$ cat src/rtl/redun_normalizer.sv
// Carry-propagates one packet of redundant column words into a serial, LSW-first stream of canonical words.
// Optional extra final-carry beat: define REDUN_NORM_CARRY_BEAT_EN.
module redun_normalizer #(
    parameter int NUM_WORDS  = 66,
    parameter int IN_BIT_LEN = 17,
    parameter int WORD_LEN   = 16,
    parameter int CARRY_LEN  = IN_BIT_LEN - WORD_LEN + 1
) (
    input  logic                  clk,
    input  logic                  reset_n,
    input  logic                  in_valid,
    output logic                  in_ready,
    input  logic [IN_BIT_LEN-1:0] in_words [NUM_WORDS],
    output logic                  out_valid,
    input  logic                  out_ready,
    output logic [WORD_LEN-1:0]   out_word,
    output logic                  out_last,
    output logic [CARRY_LEN-1:0]  out_carry
);
    localparam int IDX_W = (NUM_WORDS > 1) ? $clog2(NUM_WORDS) : 1;
    localparam int SUM_W = IN_BIT_LEN + 1;
    localparam logic [IDX_W-1:0] LAST_IDX = IDX_W'(NUM_WORDS - 1);

    typedef enum logic [1:0] {IDLE, RUN, CARRY} state_t;

    state_t                state_p0;
    logic [IN_BIT_LEN-1:0] word_buf_p0 [NUM_WORDS];
    logic [IDX_W-1:0]      idx_p0;
    logic [CARRY_LEN-1:0]  carry_p0;

    logic [SUM_W-1:0]      sum;
    logic [CARRY_LEN-1:0]  carry_nxt;
    logic                  is_last;

    function automatic logic [SUM_W-1:0] add_carry(input logic [IN_BIT_LEN-1:0] w,
                                                   input logic [CARRY_LEN-1:0]  c);
        return {1'b0, w} + {{(SUM_W-CARRY_LEN){1'b0}}, c};
    endfunction

    function automatic logic [CARRY_LEN-1:0] carry_of(input logic [SUM_W-1:0] s);
        return s[SUM_W-1:WORD_LEN];
    endfunction

    // Stage p0: packet buffer (data only, never reset)
    always_ff @(posedge clk) begin
        if (state_p0 == IDLE && in_valid) begin
            word_buf_p0 <= in_words;
        end
    end

    assign sum       = add_carry(word_buf_p0[idx_p0], carry_p0);
    assign carry_nxt = carry_of(sum);
    assign is_last   = (idx_p0 == LAST_IDX);

    always_ff @(posedge clk or negedge reset_n) begin
        if (!reset_n) begin
            state_p0  <= IDLE;
            in_ready  <= 1'b1;
            out_valid <= 1'b0;
            idx_p0    <= '0;
            carry_p0  <= '0;
        end else begin
            case (state_p0)
                IDLE: begin
                    if (in_valid) begin
                        state_p0  <= RUN;
                        in_ready  <= 1'b0;
                        out_valid <= 1'b1;
                        idx_p0    <= '0;
                        carry_p0  <= '0;
                    end
                end
                RUN: begin
                    if (out_ready) begin
                        carry_p0 <= carry_nxt;
                        if (is_last) begin
`ifdef REDUN_NORM_CARRY_BEAT_EN
                            state_p0  <= CARRY;
`else
                            state_p0  <= IDLE;
                            in_ready  <= 1'b1;
                            out_valid <= 1'b0;
`endif
                        end else begin
                            idx_p0 <= idx_p0 + 1'b1;
                        end
                    end
                end
`ifdef REDUN_NORM_CARRY_BEAT_EN
                CARRY: begin
                    if (out_ready) begin
                        state_p0  <= IDLE;
                        in_ready  <= 1'b1;
                        out_valid <= 1'b0;
                    end
                end
`endif
                default: begin
                    state_p0  <= IDLE;
                    in_ready  <= 1'b1;
                    out_valid <= 1'b0;
                end
            endcase
        end
    end

    // Outputs decode registered state only, so they hold steady under backpressure
    always_comb begin
        out_word  = '0;
        out_last  = 1'b0;
        out_carry = '0;
        if (state_p0 == RUN) begin
            out_word = sum[WORD_LEN-1:0];
`ifndef REDUN_NORM_CARRY_BEAT_EN
            out_last  = is_last;
            out_carry = is_last ? carry_nxt : '0;
`endif
        end
`ifdef REDUN_NORM_CARRY_BEAT_EN
        if (state_p0 == CARRY) begin
            out_word = {{(WORD_LEN-CARRY_LEN){1'b0}}, carry_p0};
            out_last = 1'b1;
        end
`endif
    end

endmodule

$ cat config.mk
export PLATFORM = sky130hd
export DESIGN_NAME = redun_normalizer
export DESIGN_NICKNAME = d
export VERILOG_FILES = /design/src/rtl/redun_normalizer.sv
export SDC_FILE = /design/constraint.sdc
export NUM_CORES = 1
export LEC_CHECK = 0
export ABC_AREA = 1
export CORE_AREA = 2 2 452 454
export CTS_BUF_LIST = sky130_fd_sc_hd__clkbuf_2
export DETAILED_ROUTE_END_ITERATION = 6
export DIE_AREA = 0 0 454 456
export SETUP_SLACK_MARGIN = 0.2
export SLEW_MARGIN = 0
export SYNTH_ARGS = -nofsm -noshare
export SYNTH_HDL_FRONTEND = slang
export SYNTH_SLANG_ARGS = --single-unit
$ cat constraint.sdc
create_clock -name clk -period 33.9 [get_ports clk]
set_input_delay 6.78 -clock clk [delete_from_list [all_inputs] [get_ports clk]]
set_output_delay 6.78 -clock clk [all_outputs]
set_load 0.01 [all_outputs]
==> results.sh, run 1 <==
export IMPL_synthArstFlopShare=0.00971
export IMPL_num_vias=37500
export IMPL_routed_wl_um=200000
export IMPL_hold_buffers=0
export IMPL_critPathLaunchType="register"
export IMPL_drt_iter0_drc=4062
export IMPL_fin_worst_skew_ns=0.183
export IMPL_grt_start_max_net_pins=188
export IMPL_die_w_um=454
export IMPL_dp_hpwl_um=144000
export IMPL_crit_path_top_delay_cell="nor2_1"
export IMPL_vdd_drop_max_mv=0.0626
export IMPL_cts_made_buffers=325
export IMPL_synth_edf_count=1122
export IMPL_combPwrFrac=0.376
export IMPL_yosysMostFrequentCell="nand2_1"
export IMPL_p_seq_frac=0.399
export IMPL_finalSetupViolCount=0
export IMPL_first_global_vias=37200
export IMPL_synth_common_cells="nand2_1, edfxtp_1, nor2_1"
export IMPL_power_switching_w=0.00188
export IMPL_routed_via_density=4.38
export IMPL_grt_pass1_wl_um=272000
export IMPL_root_buffer="clkbuf_2"
export IMPL_clkSlewWorstSetupHoldPaths_ns=0.10
export IMPL_end_kind="primary output"
export IMPL_fp_row_count=165
export IMPL_htree_num_levels=5
export IMPL_slew_headroom=0.00660
export IMPL_leakage_nw=25.1
export IMPL_drv_slew=0
export IMPL_clock_power_share=0.225
export IMPL_worstMarginPinSlew_ns=1.47
export IMPL_clock_sinks=1133
export IMPL_cts_buffer_depth=4
export IMPL_cp_arrival_ns=9.57
export IMPL_finalHoldViolCount=0
export IMPL_drive_gt1_frac=0.0942
export IMPL_yosysUniqueCellTypes=39
export IMPL_place_gp_congestion=0.925
export IMPL_outcome="finished with violations"
export IMPL_ys_warn_count=0
export IMPL_fin_crit_sh=0.482
export IMPL_post_route_drc_count=0
export IMPL_ios=1147
export IMPL_worstPathMaxFanout=75
export IMPL_p_int_w=0.00263
export IMPL_grt_ovfl_total=0
export IMPL_rsz0062_at_grt="false"
export IMPL_path_buf_inv=8
export IMPL_ys_flop_type="edfxtp_1"
export IMPL_slowest_delay_ns=0.93
export IMPL_fp_dieH_um=456
export IMPL_initial_utilization=0.236
export IMPL_violations="capacitance limit"
export IMPL_port_buffers=1146
export IMPL_seq_area_frac_synth=0.714
export IMPL_antenna_found_initial=65
export IMPL_wl_per_cell_um=23.4
export IMPL_die_area_um2=207000
export IMPL_switching_share=0.417
export IMPL_postRouteAntennaNets=0
export IMPL_final_util=0.319
export IMPL_synth_top_area_frac=0.708
export IMPL_grt_use_total=0.186
export IMPL_insertion_delay_ns=1.75
export IMPL_path_delay_family="buffers and inverters"
export IMPL_coreArea_um2=202000
export IMPL_final_setup_tns_ns=0
export IMPL_cp_required_ns=27.12
export IMPL_post_cts_buffers=0
export IMPL_period_minus_slack_ns=16.35
export IMPL_synthCells=4351
export IMPL_synthTopCellsByArea="edfxtp_1, nand2_1, nor2_1, o21ai_0, inv_1"
export IMPL_cap_violations=1
export IMPL_cpMostUsedCell="nand2_1"
export IMPL_cts_resized=0
export IMPL_synth_nets=5482
export IMPL_cts_tree="done"
export IMPL_nNetsFinal=6789
export IMPL_critPathKind="register to primary output"
export IMPL_firstDrtPassIters=7
export IMPL_critical_path_cell_chain="buf_4, buf_4, buf_4, buf_4, buf_4, o21ai_0, o21ai_0, nand2_1, nand2_1, nor2_1, nor2_1, nor2_1, nand2_1, nand2_1, nand2_1, nand2_1, inv_1, nand2_1, nor2_4, nand3_1, nand2_1, inv_1, nor2_1, clkdlybuf4s50_1"
export IMPL_synth_area_leader_cell="edfxtp_1"
export IMPL_hp_class="register to register"
export IMPL_avgSynthCellArea_um2=10.9
export IMPL_synth_seq_cells=1133
export IMPL_syn_area_um2=47600
export IMPL_syn_to_final_growth_pct=35.2
export IMPL_max_freq_ghz=0.0612
export IMPL_power_density_nw_per_um2=70.1
==> metal layers <==
metal	GRT usage	vias up	part of all wire
li1	-	17300	-
met1	0.224	18100	0.39
met2	0.310	1813	0.49
met3	0.0511	362	0.085
met4	0.0804	16	0.033
met5	0	-	0.00059
==> power groups by stage <==
stage                     Clock [W]  Sequential, W  Combinational, W
after floorplan                   0        0.00200           0.00102
after global placement            0        0.00183           0.00172
after detailed placement          0        0.00183           0.00172
after CTS                   0.00105        0.00180           0.00173
after global routing        0.00112        0.00181           0.00188
final                       0.00101        0.00180           0.00170
==> worst paths after layout <==
path | start | to | slack, ns | cells past startpoint
worst max-delay path | idx_p0[0] | out_word[12] | 17.55 | 24
worst min-delay path | carry_p0[0] | carry_p0[0] | 0.51 | 2
worst max register to register | out_valid | word_buf_p0[363] | 26.92 | 8
worst min register to register | carry_p0[0] | carry_p0[0] | 0.51 | 2
max in group asynchronous | reset_n | idx_p0[0] | 27.52 | 1
min in group asynchronous | reset_n | carry_p0[0] | 5.56 | 1
==> worst register-to-register path, stage by stage, from the launching register on <==
cell and delay, ns:
dfrtp_1 0.57, clkinv_1 0.33, nand2_1 0.24, inv_8 0.69, buf_4 0.95, buf_4 0.96
buf_4 0.87, buf_4 0.87, buf_4 0.95
==> metrics by stage <==
stage          area [um2]  instances  hold slack [ns]  setup WS (ns)  total power, W
2_1_floorplan       47600       4351            0.456           1.52         0.00302
3_3_place_gp        61500       8003            0.485          19.38         0.00355
3_5_place_dp        61500       8003            0.483          19.31         0.00356
4_1_cts             64200       8521            0.509          17.27         0.00459
5_1_grt             64300       8570            0.561          16.83         0.00481
6_report            64300       8575            0.507          17.55         0.00451
==> registers in the layout, indices dropped and copies added, names as in the netlist <==
| name | flops |
|---|---|
| in_ready | 1 |
| carry_p0 | 2 |
| out_valid | 1 |
| idx_p0 | 7 |
| word_buf_p0 | 1122 |
==> cells in the final DEF (no fill, tap or decap), drive strengths merged <==
master,n
nor4,1
nor2,580
o221ai,2
a21o,1
dfstp,1
edfxtp,1122
nor3,10
a21oi,22
nand2,1544
clkbuf,442
ha,4
o21ai,337
clkinvlp,2
a22oi,1
a221oi,2
a41oi,1
o22ai,45
bufinv,8
fa,1
buf,56
dfrtp,10
nand4,9
nor3b,1
nand3,139
mux2i,2
a31oi,1
xor2,1
diode,54
o21bai,2
clkdlybuf4s50,1146
inv,290
clkinv,66
==> cell families after synthesis <==
group | share of synthesized area
xor+xnor | 0.000184
simple gates | 0.185
flops | 0.714
fa+ha+maj | 0.00147
buf+inv | 0.0532
mux | 0.000421
compound gates | 0.0454
==> final cells by class <==
type,instances,area (um2)
tap,2672,3340
sequential,1133,34000
multi-input combinational,2706,11100
clock buffer,442,2210
timing repair buffer,1202,11900
antenna,54,135
clock inverter,76,524
inverter,290,1130
fill,20700,137000
Note: power is estimated with default switching activity, not from simulation.
==> inputs of run 2 (changes only) <==
- clock period: 33.9 -> 13.3 ns (I/O delays scaled with it)
==> results.sh, run 2 (same netlist as run 1, synthesis figures left out) <==
export IMPL_grt_use_total=0.189
export IMPL_post_cts_buffers=0
export IMPL_total_power_w=0.0116
export IMPL_reg2regPathDepth=22
export IMPL_slew_headroom=0.175
export IMPL_leakage_nw=25.3
export IMPL_rsz0062_at_grt="false"
export IMPL_fin_crit_sh=0.798
export IMPL_postRouteAntennaNets=0
export IMPL_coreArea_um2=202000
export IMPL_multi_input_area_um2=11100
export IMPL_layout_commonest_cell="nand2_1"
export IMPL_vdd_drop_max_mv=0.120
export IMPL_firstDrtPassIters=6
export IMPL_place_gp_congestion=0.916
export IMPL_fp_row_count=165
export IMPL_reg2reg_to="carry_p0[0]"
export IMPL_antenna_found_initial=60
export IMPL_num_vias=37600
export IMPL_initial_utilization=0.236
export IMPL_clkSlewWorstSetupHoldPaths_ns=0.10
export IMPL_root_buffer="clkbuf_2"
export IMPL_nNetsFinal=6791
export IMPL_cts_buffer_depth=4
export IMPL_combPwrFrac=0.374
export IMPL_cts_tree="done"
export IMPL_drt_iter0_drc=4005
export IMPL_reg_largest_list="word_buf_p0: 1122 flops, idx_p0: 7 flops, carry_p0: 2 flops"
export IMPL_outcome="complete, no violations"
export IMPL_critPathLaunchType="register"
export IMPL_fp_dieH_um=456
export IMPL_drv_slew=0
export IMPL_worstPathMaxFanout=125
export IMPL_cts_made_buffers=327
export IMPL_max_freq_ghz=0.0942
export IMPL_place_ws_ns=4.31
export IMPL_hp_class="register to register"
export IMPL_fin_worst_skew_ns=0.134
export IMPL_die_area_um2=207000
export IMPL_endpoint="out_word[10]"
export IMPL_period_minus_slack_ns=10.61
export IMPL_finalHoldViolCount=0
export IMPL_largest_reg_flops=1122
export IMPL_die_w_um=454
export IMPL_p_seq_frac=0.394
export IMPL_p_int_w=0.00680
export IMPL_cap_violations=0
export IMPL_end_kind="primary output"
export IMPL_drive_gt1_frac=0.0993
export IMPL_fin_ws_ns=2.69
export IMPL_wl_per_cell_um=23.6
export IMPL_crit_path_start="idx_p0[0]"
export IMPL_seq_area_um2=34000
export IMPL_finalSetupViolCount=0
export IMPL_timing_reg2reg_setup_slack_ns=8.22
export IMPL_hold_buffers=0
export IMPL_grt_start_max_net_pins=170
export IMPL_insertion_delay_ns=1.71
export IMPL_htree_num_levels=5
export IMPL_critPathKind="register to primary output"
export IMPL_grt_ovfl_total=0
export IMPL_r2r_start="idx_p0[0]"
export IMPL_cp_arrival_ns=7.95
export IMPL_dp_hpwl_um=148000
export IMPL_worstMarginPinSlew_ns=1.23
export IMPL_port_buffers=1146
export IMPL_largest_register="word_buf_p0"
export IMPL_fill_cells=20700
export IMPL_post_route_drc_count=0
export IMPL_grt_pass1_wl_um=275000
export IMPL_syn_to_final_growth_pct=35.8
export IMPL_cts_resized=0
export IMPL_routed_wl_um=203000
export IMPL_routed_via_density=4.37
export IMPL_first_global_vias=37300
export IMPL_final_util=0.320
export IMPL_clock_power_share=0.232
export IMPL_final_cell_mix="nand2_1, clkdlybuf4s50_1, edfxtp_1, nor2_1, clkbuf_2"
export IMPL_cp_required_ns=10.64
export IMPL_switching_share=0.415
export IMPL_ios=1147
export IMPL_power_density_nw_per_um2=180
export IMPL_clock_sinks=1133
export IMPL_power_switching_w=0.00484
## run 2: power by group through the flow
stage	clock network, W	registers, W	logic [W]
after global placement	0	0.00466	0.00443
after detailed placement	0	0.00467	0.00443
after floorplan	0	0.00493	0.00259
after global routing	0.00296	0.00462	0.00480
after CTS	0.00279	0.00459	0.00445
final	0.00269	0.00459	0.00436
## run 2: worst max-delay path: stages (launching register included)
cell	delay [ns]
dfrtp_4	0.81
buf_4	0.75
buf_12	0.46
buf_4	0.56
nand2_1	0.12
nand2_1	0.16
o21ai_0	0.13
nand2_1	0.07
nand2_1	0.07
nor2_1	0.29
nor2_1	0.09
nor2_1	0.12
nand2_1	0.07
nand2_1	0.07
nand2_2	0.15
nand2_1	0.15
inv_1	0.09
nand2_1	0.10
nor2_4	0.07
nand2_1	0.06
o21ai_0	0.07
nor2_1	0.94
clkdlybuf4s50_1	0.72
## run 2: metrics by stage
stage	area [um2]	hold WS (ns)	cells	setup TNS [ns]
after floorplan	47600	0.448	4351	-7660.51
after global placement	61500	0.468	8003	0
after detailed placement	61500	0.475	8003	0
after CTS	64500	0.499	8551	0
after global routing	64600	0.510	8601	0
final	64600	0.505	8605	0
## run 2: cell type report
class / instances / share of cell area
sequential: 1133 / 0.526
timing repair buffer: 1202 / 0.186
multi-input combinational: 2706 / 0.172
tap: 2672 / 0.0518
clock buffer: 462 / 0.0358
inverter: 290 / 0.0174
clock inverter: 86 / 0.00949
antenna: 54 / 0.00209
## run 2: worst min-delay path by stage
| stage | start | to | slack, ns | cells past startpoint |
|---|---|---|---|---|
| floorplan | carry_p0[0] | carry_p0[0] | 0.45 | 2 |
| global placement | carry_p0[0] | carry_p0[0] | 0.47 | 2 |
| detailed placement | carry_p0[0] | carry_p0[0] | 0.48 | 2 |
| CTS | carry_p0[0] | carry_p0[0] | 0.50 | 2 |
| global route | carry_p0[0] | carry_p0[0] | 0.51 | 2 |
| finish | in_ready | in_ready | 0.50 | 2 |
## run 2: layer usage
metal / global-route usage / share of wire / vias to the layer above
li1: - / - / 17300
met1: 0.224 / 0.39 / 18100
met2: 0.325 / 0.51 / 1863
met3: 0.0470 / 0.079 / 320
met4: 0.0749 / 0.028 / 12
met5: 0 / 0.00046 / -
